File: src/rtl/ddr_tx_pkg.sv
// -----------------------------------------------------------------------------
// ddr_tx_pkg
// Shared constants, sample type and frame-geometry helpers for the DDR
// transmit gearbox and the lane/slot reorder network.
//
// Contents:
//   *_DEF               default SAMPLE_W / IN_WORDS / NUM_CH / SER_FACTOR
//   sample_t            one sample at the default width
//   frame_len()         samples per output frame (lanes * slots)
//   beats_per_frame()   input beats needed to fill one frame
// -----------------------------------------------------------------------------
package ddr_tx_pkg;

  localparam int SAMPLE_W_DEF   = 14;
  localparam int IN_WORDS_DEF   = 5;
  localparam int NUM_CH_DEF     = 2;
  localparam int SER_FACTOR_DEF = 10;

  typedef logic [SAMPLE_W_DEF-1:0] sample_t;

  function automatic int frame_len(input int num_ch, input int ser_factor);
    return num_ch * ser_factor;
  endfunction

  function automatic int beats_per_frame(input int num_ch, input int ser_factor,
                                         input int in_words);
    return (num_ch * ser_factor) / in_words;
  endfunction

endpackage

File: src/rtl/ddr_tx_lane_map.sv
// -----------------------------------------------------------------------------
// ddr_tx_lane_map
// Purely combinational reorder from arrival order to lane/slot order.
// Flat sample k (k*SAMPLE_W in i_flat) lands on lane k%NUM_CH, slot
// k/NUM_CH, i.e. at offset (lane*SER_FACTOR+slot)*SAMPLE_W in o_lanes.
// Slot 0 is the first one serialised. Shared with the receive side.
//
// Ports:
//   i_flat   in   NUM_CH*SER_FACTOR*SAMPLE_W  samples in arrival order
//   o_lanes  out  NUM_CH*SER_FACTOR*SAMPLE_W  samples grouped per lane
// -----------------------------------------------------------------------------
module ddr_tx_lane_map
  import ddr_tx_pkg::*;
#(
  parameter int SAMPLE_W   = SAMPLE_W_DEF,
  parameter int NUM_CH     = NUM_CH_DEF,
  parameter int SER_FACTOR = SER_FACTOR_DEF
) (
  input  logic [NUM_CH*SER_FACTOR*SAMPLE_W-1:0] i_flat,
  output logic [NUM_CH*SER_FACTOR*SAMPLE_W-1:0] o_lanes
);

  localparam int FRAME = frame_len(NUM_CH, SER_FACTOR);

  for (genvar k = 0; k < FRAME; k++) begin : g_map
    localparam int LANE = k % NUM_CH;
    localparam int SLOT = k / NUM_CH;
    assign o_lanes[(LANE*SER_FACTOR+SLOT)*SAMPLE_W +: SAMPLE_W] =
           i_flat[k*SAMPLE_W +: SAMPLE_W];
  end

endmodule

File: src/rtl/ddr_tx_gearbox.sv
// -----------------------------------------------------------------------------
// ddr_tx_gearbox
// Packs IN_WORDS-sample input beats into NUM_CH x SER_FACTOR sample frames
// for the per-lane DDR serializers. A fill register collects BEATS beats;
// the completed frame is reordered into lane/slot order and moved into a
// hold register that drives out_data under valid/ready.
//
// Ports:
//   clk           in   sole clock
//   reset_n       in   asynchronous active-low reset
//   align         in   synchronous frame-phase restart (drops partial fill)
//   in_data       in   IN_WORDS samples, sample 0 in the LSBs
//   in_valid      in   input beat present
//   in_ready      out  beat can be accepted
//   out_data      out  lane c, slot s at (c*SER_FACTOR+s)*SAMPLE_W
//   out_valid     out  frame present
//   out_ready     in   consumer takes frame
//   frame_phase   out  beats accumulated in the current frame
//   overflow      out  sticky: beat offered while in_ready low (not in align)
//   test_en       in   (DDR_TX_GEARBOX_TESTPAT_EN only) replace beats by ramp
//   overflow_clr  in   synchronous clear of overflow, wins over a set
//
// Build option: define DDR_TX_GEARBOX_TESTPAT_EN to add the test_en ramp
// generator. Without it in_data is always used.
// -----------------------------------------------------------------------------
module ddr_tx_gearbox
  import ddr_tx_pkg::*;
#(
  parameter  int SAMPLE_W   = SAMPLE_W_DEF,
  parameter  int IN_WORDS   = IN_WORDS_DEF,
  parameter  int NUM_CH     = NUM_CH_DEF,
  parameter  int SER_FACTOR = SER_FACTOR_DEF,
  localparam int FRAME      = frame_len(NUM_CH, SER_FACTOR),
  localparam int BEATS      = beats_per_frame(NUM_CH, SER_FACTOR, IN_WORDS),
  localparam int PH_W       = (BEATS > 1) ? $clog2(BEATS) : 1
) (
  input  logic                         clk,
  input  logic                         reset_n,
  input  logic                         align,
  input  logic [IN_WORDS*SAMPLE_W-1:0] in_data,
  input  logic                         in_valid,
  output logic                         in_ready,
  output logic [FRAME*SAMPLE_W-1:0]    out_data,
  output logic                         out_valid,
  input  logic                         out_ready,
  output logic [PH_W-1:0]              frame_phase,
  output logic                         overflow,
`ifdef DDR_TX_GEARBOX_TESTPAT_EN
  input  logic                         test_en,
`endif
  input  logic                         overflow_clr
);

  localparam int              BEAT_W  = IN_WORDS * SAMPLE_W;
  localparam int              FRAME_W = FRAME * SAMPLE_W;
  localparam logic [PH_W-1:0] LAST_PH = PH_W'(BEATS - 1);

  // A frame must be an exact, non-zero number of input beats.
  if (((FRAME % IN_WORDS) != 0) || (BEATS < 1)) begin : g_bad_ratio
    $error("ddr_tx_gearbox: NUM_CH*SER_FACTOR must be a non-zero multiple of IN_WORDS");
  end

  logic [FRAME_W-1:0] r_fill;
  logic [FRAME_W-1:0] r_hold;
  logic [PH_W-1:0]    r_phase;
  logic               r_pending;     // completed frame in r_fill waiting for hold
  logic               r_out_valid;
  logic               r_overflow;

  logic [BEAT_W-1:0]  w_beat;
  logic [FRAME_W-1:0] w_fill_next;
  logic [FRAME_W-1:0] w_hold_src;
  logic [FRAME_W-1:0] w_hold_mapped;
  logic               w_hold_free;
  logic               w_accept;
  logic               w_complete;
  logic               w_load_hold;

  // ---------------------------------------------------------------------------
  // Beat source: live samples, or the ramp generator when built in.
  // ---------------------------------------------------------------------------
`ifdef DDR_TX_GEARBOX_TESTPAT_EN
  logic [SAMPLE_W-1:0] r_ramp;

  always_comb begin
    w_beat = in_data;
    if (test_en) begin
      for (int i = 0; i < IN_WORDS; i++) begin
        w_beat[i*SAMPLE_W +: SAMPLE_W] = r_ramp + SAMPLE_W'(i);
      end
    end
  end

  // Wraps modulo 2^SAMPLE_W by construction.
  always_ff @(posedge clk or negedge reset_n) begin
    if (!reset_n) begin
      r_ramp <= '0;
    end else if (align) begin
      r_ramp <= '0;
    end else if (w_accept && test_en) begin
      r_ramp <= r_ramp + SAMPLE_W'(IN_WORDS);
    end
  end
`else
  assign w_beat = in_data;
`endif

  // ---------------------------------------------------------------------------
  // Handshake
  // ---------------------------------------------------------------------------
  assign w_hold_free = !r_out_valid || out_ready;
  // Input stalls only while a finished frame cannot move into hold.
  assign in_ready    = !align && !(r_pending && !w_hold_free);
  assign w_accept    = in_valid && in_ready;
  assign w_complete  = w_accept && (r_phase == LAST_PH);
  assign w_load_hold = w_hold_free && (r_pending || w_complete);
  // A waiting frame always goes first; otherwise the frame finishing this
  // cycle is taken straight from the merged fill so out_valid follows the
  // last accept by one clock.
  assign w_hold_src  = r_pending ? r_fill : w_fill_next;

  // NOTE: every always_comb output gets a default before any conditional
  // assignment, so no path leaves it unassigned and no latch is inferred.
  always_comb begin
    w_fill_next = r_fill;
    for (int b = 0; b < BEATS; b++) begin
      if (r_phase == PH_W'(b)) begin
        w_fill_next[b*BEAT_W +: BEAT_W] = w_beat;
      end
    end
  end

  ddr_tx_lane_map #(
    .SAMPLE_W   (SAMPLE_W),
    .NUM_CH     (NUM_CH),
    .SER_FACTOR (SER_FACTOR)
  ) u_lane_map (
    .i_flat  (w_hold_src),
    .o_lanes (w_hold_mapped)
  );

  // ---------------------------------------------------------------------------
  // Fill side
  // ---------------------------------------------------------------------------
  // NOTE: state is updated with non-blocking assignments so every register
  // samples the pre-edge values regardless of statement order.
  always_ff @(posedge clk or negedge reset_n) begin
    if (!reset_n) begin
      // NOTE: the fill register is wide but still reset, so a frame started
      // after reset never exposes stale samples.
      r_fill    <= '0;
      r_phase   <= '0;
      r_pending <= 1'b0;
    end else begin
      // in_ready is low during align, so no beat is written in that cycle.
      if (w_accept) begin
        r_fill <= w_fill_next;
      end

      if (align) begin
        r_phase <= '0;
      end else if (w_accept) begin
        r_phase <= (r_phase == LAST_PH) ? '0 : r_phase + 1'b1;
      end

      // A completed frame is never discarded by align; only the partial
      // fill (tracked by r_phase) is.
      if (r_pending) begin
        r_pending <= !w_hold_free || w_complete;
      end else begin
        r_pending <= w_complete && !w_hold_free;
      end
    end
  end

  // ---------------------------------------------------------------------------
  // Hold side
  // ---------------------------------------------------------------------------
  always_ff @(posedge clk or negedge reset_n) begin
    if (!reset_n) begin
      r_hold      <= '0;
      r_out_valid <= 1'b0;
    end else if (w_load_hold) begin
      r_hold      <= w_hold_mapped;
      r_out_valid <= 1'b1;
    end else if (out_ready) begin
      r_out_valid <= 1'b0;
    end
  end

  always_ff @(posedge clk or negedge reset_n) begin
    if (!reset_n) begin
      r_overflow <= 1'b0;
    end else if (overflow_clr) begin
      r_overflow <= 1'b0;
    end else if (in_valid && !in_ready && !align) begin
      r_overflow <= 1'b1;
    end
  end

  assign out_data    = r_hold;
  assign out_valid   = r_out_valid;
  assign frame_phase = r_phase;
  assign overflow    = r_overflow;

endmodule

File: config.mk
export PLATFORM = sky130hd
export DESIGN_NAME = ddr_tx_gearbox
export DESIGN_NICKNAME = d
export VERILOG_FILES = /design/src/rtl/ddr_tx_pkg.sv /design/src/rtl/ddr_tx_lane_map.sv /design/src/rtl/ddr_tx_gearbox.sv
export SDC_FILE = /design/constraint.sdc
export NUM_CORES = 1
export LEC_CHECK = 0
export CAP_MARGIN = 20
export CORE_ASPECT_RATIO = 1.4
export CORE_MARGIN = 5
export CORE_UTILIZATION = 25
export DETAILED_ROUTE_END_ITERATION = 10
export SKIP_CTS_REPAIR_TIMING = 1
export SYNTH_ARGS = -nofsm -noshare
export SYNTH_HDL_FRONTEND = slang
export SYNTH_HIERARCHICAL = 1
export SYNTH_SLANG_ARGS = --single-unit
File: constraint.sdc
create_clock -name clk -period 5.05 [get_ports clk]
set_input_delay 1.01 -clock clk [delete_from_list [all_inputs] [get_ports clk]]
set_output_delay 1.01 -clock clk [all_outputs]
set_load 0.005 [all_outputs]
### Yosys cells after proc, flatten, opt, wreduce, memory -nomap -nowiden

Cells that the tools add are included.

* $add $sub $neg: 1
* equal/unequal tests: 3
* muxes and demuxes: 13
* reduce and logical (&&, ||, !) cells: 20

Operators with widths (count)
* $mux 280: 1
* $mux 70: 4
* $logic_and 1x1->1: 8
* $mux 2: 3
* $reduce_bool 2->1: 3
* $logic_not 1->1: 5
* $mux 1: 5
* $eq 2x2->1 const B: 2
* $logic_or 1x1->1: 3
* $add 2x1->2 const B: 1
* $eq 2x1->1 const B: 1
* $logic_not 2->1: 1

* register bits: 565
* input port bits: 76
* output and inout port bits: 285

### Depth between registers and ports, before layout

* depth in word-level cells: 11
* gate-level depth with buffers: 8

### Hierarchy

The synthesis kept the hierarchy.

Modules (own cells, without submodules)
* ddr_tx_gearbox: times used 1, cells an instance 1533, area an instance 24687.4 µm²
* ddr_tx_lane_map: times used 1, cells an instance 280, area an instance 2102.0 µm²

### Worst setup path before layout

No wires, ideal clock.

* kind: input to output
* from: input out_ready
* to: output in_ready
* arrival time: 1.409 ns
* required time: 4.040 ns
* path slack: 2.631 ns
* cell stages on the path: 2
* path buffers: 0
* cell sequence: nand3b_2 nor2b_1

* longest elaborated chain between the ends: 5

Ends and longest elaborated chain
* start: declaration: line ddr_tx_gearbox.sv:45 `input logic out_ready,`
* $logic_or 1x1->1: line ddr_tx_gearbox.sv:111 `assign w_hold_free = !r_out_valid || out_ready;`
* $logic_not 1->1: line ddr_tx_gearbox.sv:113 `assign in_ready = !align && !(r_pending && !w_hold_free);`
* $logic_and 1x1->1: line ddr_tx_gearbox.sv:113
* $logic_not 1->1: line ddr_tx_gearbox.sv:113
* $logic_and 1x1->1: line ddr_tx_gearbox.sv:113
* end: declaration: line ddr_tx_gearbox.sv:42 `output logic in_ready,`

No other way between the ends.

### Final worst setup path

Same ends and word-level chain as after synthesis.

==> impl_metrics.env <==
export IMPL_period_share_pct=67.3
export IMPL_synth_area_leaders="dfrtp_1, mux2_2, mux2_1, buf_4, buf_8"
export IMPL_first_global_vias=15600
export IMPL_wl_per_cell_um=20.4
export IMPL_muxShareOfSynthArea_pct=35.3
export IMPL_worst_pin_slew_ns=1.06
export IMPL_hpwl_um=45900
export IMPL_dpl_instance_area_mm2=0.0297
export IMPL_synth_top_family_by_area="multiplexers"
export IMPL_yosysSeqAreaShare_pct=52.8
export IMPL_grt_pass1_wl_um=104000
export IMPL_yosys_area_share_adder_pct=0.187
export IMPL_cts_root_buf="clkbuf_16"
export IMPL_postSynthAreaPerCell_um2=14.8
export IMPL_synth_area_leader_cell="dfrtp_1"
export IMPL_start_util_pct=25.1
export IMPL_r2r_setup_slack_ns=2.18
export IMPL_dieArea_mm2=0.114
export IMPL_htree_levels=2
export IMPL_setup_tns_final_ns=0
export IMPL_clk_insertion_delay_late_ns=0.62
export IMPL_cts_sinks=565
export IMPL_grt_ovfl_total=0
export IMPL_cp_data_arrival_time_ns=2.39
export IMPL_cts_max_path_buffers=3
export IMPL_end_kind="output port"
export IMPL_clk_pin_slew_ns=0.05
export IMPL_first_pass_iters=4
export IMPL_clock_skew_ns=0.0140
export IMPL_fp_row_count=142
export IMPL_synth_cells=1813
export IMPL_r2r_start="frame_phase[0]$_DFFE_PN0P_"
export IMPL_p_leak_nw=14.3
export IMPL_synth_distinct_cells=26
export IMPL_detail_route_antenna_nets=0
export IMPL_p_per_area_mw_per_mm2=411
export IMPL_gp_congestion=0.743
export IMPL_synth_seq_cells=565
export IMPL_maxCapViolCount=0
export IMPL_period_minus_slack_ns=3.40
export IMPL_io_pins=361
export IMPL_mostFrequentLayoutCells="mux2_2, dfrtp_1, clkdlybuf4s50_1"
export IMPL_layout_drive_gt1_share_pct=36.9
export IMPL_mostFrequentLayoutCell="mux2_2"
export IMPL_port_buffers=360
export IMPL_die_h_um=397
export IMPL_via_per_inst=4.17
export IMPL_routed_wl_um=69000
export IMPL_grt_max_degree=107
export IMPL_drt_iter0_drc=332
export IMPL_grt_usage_pct=11.9
export IMPL_hold_path_class="in -> async"
export IMPL_hold_violations=0
export IMPL_yosys_area_share_simple_pct=0.472
export IMPL_path_max_fanout=9
export IMPL_synthesis_nets=1893
export IMPL_synth_xor_area_share_pct=0
export IMPL_yosys_warnings=6
export IMPL_coreArea_mm2=0.107
export IMPL_r2r_end="out_data[219]$_DFFE_PN0P_"
export IMPL_netlist_area_mm2=0.0268
export IMPL_cts_tree="built"
export IMPL_antenna_found_initial=2
export IMPL_synth_compound_area_share_pct=0.149
export IMPL_slew_violations=0
export IMPL_final_area_mm2=0.0317
export IMPL_setup_viol=0
export IMPL_nNetsFinal=1974
export IMPL_clock_fmax_mhz=294
export IMPL_via_count=14100
export IMPL_slew_headroom_pct=29.4
export IMPL_outcome="finished, final reports clean"
export IMPL_r2r_cells=6
export IMPL_ir_worst_vdd_mv=0.294
export IMPL_rsz0062_at_grt="no"
export IMPL_critPathKind="in -> out"
export IMPL_start_kind="primary input"
export IMPL_die_width_um=287
export IMPL_drc=0
export IMPL_cts_buffers_inserted=61
export IMPL_required_ns=4.04
export IMPL_yosysTopAreaCellShare_pct=52.8
export IMPL_syn2layout_area_growth_pct=18.4
-- stage by stage --
step / hold slack, ns / cells / utilization (%) / worst slack, ns / total power (W)
finish: 0.453 / 3385 / 29.7 / 1.65 / 0.0130
global route: 0.493 / 3385 / 29.7 / 1.57 / 0.0137
CTS: 0.471 / 3383 / 29.7 / 1.65 / 0.0133
detailed placement: 0.468 / 3271 / 27.8 / 1.48 / 0.00865
global placement: 0.461 / 3271 / 27.8 / 1.48 / 0.00855
floorplan: 0.452 / 1813 / - / 2.63 / 0.00802
-- worst max-delay path by stage --
stage	startpoint	endpoint	slack (ns)	cells after the start
3_5_place_dp	in_valid	r_fill[166]$_DFFE_PN0P_	1.48	5
5_1_grt	out_ready	in_ready	1.57	4
6_report	out_ready	in_ready	1.65	4
3_3_place_gp	in_valid	r_fill[164]$_DFFE_PN0P_	1.48	5
4_1_cts	out_ready	in_ready	1.65	4
2_1_floorplan	out_ready	in_ready	2.63	2
-- synth_stat cells --
library cell	n
o31ai_1	1
nand2_1	1
buf_4	292
buf_8	20
nand4b_1	1
nand3b_2	1
mux2_2	569
and3b_1	1
dfrtp_1	565
nor2_1	2
and2_1	2
clkbuf_1	4
nand3_1	1
buf_6	21
o2bb2ai_1	1
buf_2	36
and3_1	3
buf_12	2
ha_1	4
o21ai_0	2
nand2b_1	5
a41oi_1	1
mux2_1	271
a21oi_1	1
inv_1	3
nor2b_1	3
-- layer usage --
layer / global-route usage [%] / part of all wire (%) / vias up
met1: 14.2 / 41 / 7458
met4: 3.62 / 2.7 / 0
met3: 1.99 / 4.1 / 93
met5: 0 / 0 / -
li1: - / - / 6259
met2: 21.7 / 53 / 311
-- power by group --
| group | internal (W) | switching [W] | leakage (nW) | total [W] |
|---|---|---|---|---|
| clock | 0.00261 | 0.00191 | 1.00 | 0.00452 |
| combinational | 0.00167 | 0.000902 | 5.89 | 0.00257 |
| sequential | 0.00544 | 0.000507 | 7.39 | 0.00595 |
-- registers in the layout, indices dropped and copies added, names as in the netlist --
register     cells
r_fill         280
frame_phase      2
out_valid        1
r_pending        1
out_data       280
overflow         1
-- kinds of logic (layout without fill, tap and decap cells) --
family,Yosys count,after routing
muxes,840,840
DFF,565,565
buffers and inverters,378,508
and+or+nand+nor,20,20
AOI/OAI and AO/OA,6,6
adders and majority gates,4,4
other,0,2
-- worst max-delay path: stages --
cell	delay (ns)
clkdlybuf4s50_1	0.42
nand3b_2	0.32
nor2b_1	0.19
clkdlybuf4s50_1	0.45
-- layout make-up --
cell class,instances,area (um2)
fill,10600,75100
sequential,565,14100
multi-input combinational,870,9740
timing repair buffer,393,4020
tap,1440,1800
clock buffer,79,1680
clock inverter,33,325
inverter,3,11.3
antenna,2,5.00
Note: power is estimated with default switching activity, not from simulation.
